### src/rtl/seq_detect_param_pkg.sv
// rtl/seq_detect_param_pkg.sv - shared state enum, default constants and fill-width helper
package seq_detect_param_pkg;

  typedef enum logic [1:0] {
    EMPTY   = 2'd0,
    FILLING = 2'd1,
    FULL    = 2'd2
  } state_t;

  localparam int DEF_SYM_W   = 2;
  localparam int DEF_SEQ_LEN = 3;
  localparam logic [DEF_SEQ_LEN*DEF_SYM_W-1:0] DEF_PAT = 6'b00_10_11;

  function automatic int fill_w(input int seq_len);
    return $clog2(seq_len + 1);
  endfunction

endpackage

### src/rtl/sym_history.sv
// rtl/sym_history.sv - SEQ_LEN-deep symbol shift register, newest symbol in the LS slot
module sym_history
  import seq_detect_param_pkg::*;
#(
  parameter int SYM_W   = DEF_SYM_W,
  parameter int SEQ_LEN = DEF_SEQ_LEN
) (
  input  logic                     clk,
  input  logic                     shift,
  input  logic                     flush,
  input  logic [SYM_W-1:0]         sym,
  output logic [SEQ_LEN*SYM_W-1:0] hist
);

  // flush wins over shift so a discarded symbol never lands in the history
  always_ff @(posedge clk) begin
    if (flush) begin
      hist <= '0;
    end else if (shift) begin
      hist <= {hist[(SEQ_LEN-1)*SYM_W-1:0], sym};
    end
  end

endmodule

### src/rtl/seq_detect_param.sv
// rtl/seq_detect_param.sv - parameterised symbol-sequence detector with saturating match counter
module seq_detect_param
  import seq_detect_param_pkg::*;
#(
  parameter int                         SYM_W   = DEF_SYM_W,
  parameter int                         SEQ_LEN = DEF_SEQ_LEN,
  parameter logic [SEQ_LEN*SYM_W-1:0]   PAT_DEF = DEF_PAT,
  parameter bit                         MEALY   = 1'b1,
  parameter bit                         OVERLAP = 1'b1,
  parameter int                         CNT_W   = 8
) (
  input  logic                         clk,
  input  logic                         rst,
  input  logic [SYM_W-1:0]             sym_in,
  input  logic                         sym_valid,
  input  logic [SEQ_LEN*SYM_W-1:0]     pat_in,
  input  logic                         pat_load,
  input  logic                         cnt_clr,
  output logic                         z,
  output logic [fill_w(SEQ_LEN)-1:0]   fill,
  output logic [CNT_W-1:0]             match_cnt
);

  localparam int PW     = SEQ_LEN * SYM_W;
  localparam int FILL_W = fill_w(SEQ_LEN);

  state_t          state;
  logic [PW-1:0]   pat;
  logic [PW-1:0]   hist;
  logic            det;
  logic            z_q;
  logic            flush;
  logic            unused_oldest;

  sym_history #(
    .SYM_W   (SYM_W),
    .SEQ_LEN (SEQ_LEN)
  ) u_hist (
    .clk   (clk),
    .shift (sym_valid),
    .flush (flush),
    .sym   (sym_in),
    .hist  (hist)
  );

  // the oldest slot drops out as the incoming symbol completes the window
  assign unused_oldest = ^hist[PW-1 -: SYM_W];

  assign det = sym_valid && !rst && !pat_load
            && (fill >= FILL_W'(SEQ_LEN - 1))
            && ({hist[(SEQ_LEN-1)*SYM_W-1:0], sym_in} == pat);

  assign flush = rst || pat_load || (det && !OVERLAP);
  assign z     = MEALY ? det : z_q;

  always_ff @(posedge clk) begin
    if (rst) begin
      state <= EMPTY;
      fill  <= '0;
      pat   <= PAT_DEF;
      z_q   <= 1'b0;
    end else begin
      z_q <= det;
      if (pat_load) begin
        pat   <= pat_in;
        state <= EMPTY;
        fill  <= '0;
      end else if (sym_valid) begin
        if (det && !OVERLAP) begin
          state <= EMPTY;
          fill  <= '0;
        end else begin
          case (state)
            EMPTY, FILLING: begin
              fill  <= fill + FILL_W'(1);
              state <= (fill == FILL_W'(SEQ_LEN - 1)) ? FULL : FILLING;
            end
            default: ;
          endcase
        end
      end
    end
  end

  always_ff @(posedge clk) begin
    if (rst || cnt_clr) begin
      match_cnt <= '0;
    end else if (det && (match_cnt != '1)) begin
      match_cnt <= match_cnt + CNT_W'(1);
    end
  end

endmodule

### config.mk
export PLATFORM = sky130hd
export DESIGN_NAME = seq_detect_param
export DESIGN_NICKNAME = d
export VERILOG_FILES = /design/src/rtl/seq_detect_param_pkg.sv /design/src/rtl/sym_history.sv /design/src/rtl/seq_detect_param.sv
export SDC_FILE = /design/constraint.sdc
export NUM_CORES = 1
export LEC_CHECK = 0
export BUFFER_PORTS_ARGS = -buffer_cell sky130_fd_sc_hd__clkbuf_2
export CAP_MARGIN = 20
export CORE_MARGIN = 10
export CORE_UTILIZATION = 40
export CTS_BUF_LIST = sky130_fd_sc_hd__clkbuf_8
export CTS_CLUSTER_SIZE = 30
export DETAILED_ROUTE_END_ITERATION = 8
export GPL_TIMING_DRIVEN = 1
export PLACE_DENSITY_LB_ADDON = 0.05
export RECOVER_POWER = 50
export SLEW_MARGIN = 20
export SYNTH_ARGS = -nofsm -noshare
export SYNTH_HDL_FRONTEND = slang
export SYNTH_SLANG_ARGS = --single-unit
export TNS_END_PERCENT = 100
### constraint.sdc
create_clock -name clk -period 1.7 [get_ports clk]
set_input_delay 0.085 -clock clk [delete_from_list [all_inputs] [get_ports clk]]
set_output_delay 0.085 -clock clk [all_outputs]
set_load 0.01 [all_outputs]
==> flow_summary.yaml <==
timing:
  maxSlewViolCount: 0
  finalHoldViolCount: 0
  fin_tns_setup_ns: 0
  finalCriticalPeriod_ns: 1.57
  setup_violations: 0
  worstMarginPinSlew_ns: 0.487
  fin_crit_sh_pct: 92.6
  skew_ns: 0.00172
  max_freq_ghz: 0.635
  relSlewSlack_pct: 67.5
placement:
  hpwl_um: 1590
  portBuffers: 23
  dp.cells: 160
  place.gp.congestion: 0.719
  dpl_cell_area_sq_mm: 0.00119
pwr:
  peakVddDrop_uv: 531
  netSwitchingFraction_pct: 23.2
  clockPowerShare_pct: 33.5
  power_density_mw_per_mm2: 741
  p_leak_nw: 0.504
  intPower_mw: 0.721
  p_seq_share_pct: 55.0
  combPwrFrac_pct: 11.5
  p_sw_mw: 0.218
floorplanning:
  dieArea_sq_mm: 0.00493
  die_w_um: 70.2
  core_sq_mm: 0.00243
  placementRows: 18
  die_h_um: 70.2
  num_io_pins: 24
  start_util_pct: 41.4
detailed_routing:
  route.detailed.wl_per_inst_um: 12.1
  viasPerCell: 4.77
  drt-pass1-iter-count: 4
  drt-initial-drc-count: 29
  wl_um: 2000
  drc: 0
  vias: 792
  drtAntennaViolNets: 0
yosys:
  yosysWarnings: 0
  syn-num-nets: 119
  synth_top_area_share_pct: 41.7
  synth-seq-cells: 21
  synth.area.top_cells: "dfxtp_1 (42%), xnor2_1 (9.6%), mux2i_1 (8.0%)"
  synth_top_family_by_area: "simple AND/OR/NAND/NOR gates"
  synth_compound_area_share_pct: 10.4
  ys_seq_area_share_pct: 41.7
  synth_mux_area_share_pct: 7.95
  synthAdderAreaFrac_pct: 2.48
  synth_xor_area_share_pct: 9.57
  synth_cell_types: 28
  syn-mean-instance-area_sq_um: 9.68
  yosysTopAreaCell: "dfxtp_1"
  synthCells: 104
  yosys.area_share.simple_pct: 24.1
  syn_area_sq_mm: 0.00101
setup_path:
  endpoint_kind: "register"
  start_kind: "register"
  crit_start: "u_hist.hist[1]"
  rr_startpoint: "u_hist.hist[1]"
  worst_ep_required_time_ns: 1.85
  worstPathArrival_ns: 1.73
  worstSetupPathType: "register to register"
  crit_path_max_fanout: 6
  r2r_cells: 5
run:
  cap_violations: 0
global_route:
  globalRouteOverflowTotal: 0
  grt_pass1_wl_um: 3480
  grtUsageTotal_pct: 8.63
  grt_antenna_before_repair: 0
  grt_max_degree: 12
  grt_pass1_vias: 784
hold_path:
  worst_hold_path_type: "input port to register"
  holdPathStages: 2
  hp-start: "pat_in[0]"
clock_network:
  insertion_delay_ns: 0.26
  cts.sinks: 21
  cts_tree: "done"
  htreeDepth: 1
  clk_pin_slew_ns: 0.07
  root_buffer: "clkbuf_8"
  cts_buffers: 3
  clock_path_buffers: 2
status:
  status: "finished, final reports clean"
cells_and_area:
  synthToLayoutAreaGrowth_pct: 25.8
  final_cell_area_sq_mm: 0.00127
  fin_cells: 166
  nets: 152
  drive_gt1_share_pct: 28.7
  antenna_cells: 0
[kinds of logic (layout without fill, tap and decap cells)]
group / Yosys count / count (layout)
flip-flops: 21 / 21
buffers and inverters: 7 / 39
AND/OR/NAND/NOR: 43 / 43
XOR/XNOR: 11 / 11
multiplexers: 8 / 8
adder cells (fa/ha/maj): 2 / 2
AO/OA/AOI/OAI: 12 / 12
[synthesized netlist by cell type (all sizes together)]
cell type   n
dfxtp      21
nor2       19
xnor2      11
mux2i       8
nand2       7
buf         4
nor2b       4
a211o       3
nand3       3
nor4        3
a21oi       2
ha          2
inv         2
nor3        2
o21ai       2
or2         2
a211oi      1
a31o        1
a31oi       1
a41o        1
clkbuf      1
nand4       1
nor3b       1
nor4b       1
o2111ai     1
[per-layer routing]
metal | global-route usage, % | vias up | wire length (um)
met4 | 2.63 | 0 | 23
met2 | 14.4 | 19 | 939
met5 | 0 | - | 0
met3 | 4.80 | 4 | 143
met1 | 9.04 | 347 | 897
li1 | - | 422 | -
[registers in the layout, indices dropped and copies added, names as in the netlist]
register	count
u_hist.hist	4
fill	2
pat	6
match_cnt	8
state	1
[cell usage in the layout, fill, tap and decap left out]
| cell | count |
|---|---|
| nor3b_4 | 1 |
| a211oi_1 | 1 |
| nor3_1 | 1 |
| a41o_1 | 1 |
| a211o_1 | 3 |
| ha_1 | 2 |
| clkbuf_1 | 6 |
| nor2b_1 | 4 |
| nand4_4 | 1 |
| o21ai_0 | 2 |
| mux2i_1 | 8 |
| or2_2 | 1 |
| o2111ai_4 | 1 |
| inv_1 | 3 |
| a31o_1 | 1 |
| nand3_1 | 3 |
| xnor2_2 | 3 |
| nand2_1 | 7 |
| nor2_1 | 19 |
| or2_0 | 1 |
| nor4_4 | 1 |
| clkbuf_8 | 3 |
| buf_4 | 9 |
| clkbuf_2 | 18 |
| nor4b_1 | 1 |
| nor3_2 | 1 |
| xnor2_1 | 8 |
| a31oi_1 | 1 |
| nor4_1 | 2 |
| a21oi_1 | 2 |
| dfxtp_1 | 21 |
[layout make-up]
cell class | count | area (sq um)
Clock buffer | 3 | 41.3
Sequential cell | 21 | 420
Tap cell | 30 | 37.5
Timing Repair Buffer | 33 | 180
Inverter | 2 | 7.51
Multi-Input combinational cell | 76 | 577
Clock inverter | 1 | 3.75
Fill cell | 246 | 1160
[per-stage QoR]
step | utilization [%] | hold slack (ns) | total power [mW] | setup slack [ns]
floorplan | - | 0.203 | 0.601 | 0.0102
global placement | 48.9 | 0.292 | 0.633 | 0.0318
detailed placement | 48.9 | 0.292 | 0.634 | 0.0243
CTS | 50.8 | 0.0203 | 0.954 | 0.0112
global route | 52.1 | 0.0187 | 0.993 | -0.0209
finish | 52.1 | 0.0267 | 0.939 | 0.126
[worst paths after layout]
check | slack [ns] | endpoint
hold reg to reg | 0.47 | state[1]
hold / removal | 0.03 | pat[0]
setup reg to reg | 0.13 | match_cnt[5]
setup / recovery | 0.13 | match_cnt[5]
[power groups by stage]
stage	Sequential [mW]	Clock (mW)	Combinational, mW
final	0.516	0.315	0.108
after global placement	0.526	0	0.107
after floorplan	0.526	0	0.0748
after global routing	0.518	0.355	0.121
after CTS	0.514	0.331	0.109
after detailed placement	0.526	0	0.108
[critical path, stage by stage (launching register included)]
cell and delay [ns]:
dfxtp_1 0.34, xnor2_1 0.23, nand4_4 0.18, nor4_4 0.38, a31oi_1 0.13, a41o_1 0.21
[what timing repair did]
action / CTS / global route
hold buffers: 0 / 0
buffers inserted: 0 / 2
endpoints found under the setup margin: 0 / 7
gates resized for setup: 0 / 4
(Power assumes the default switching activity.)
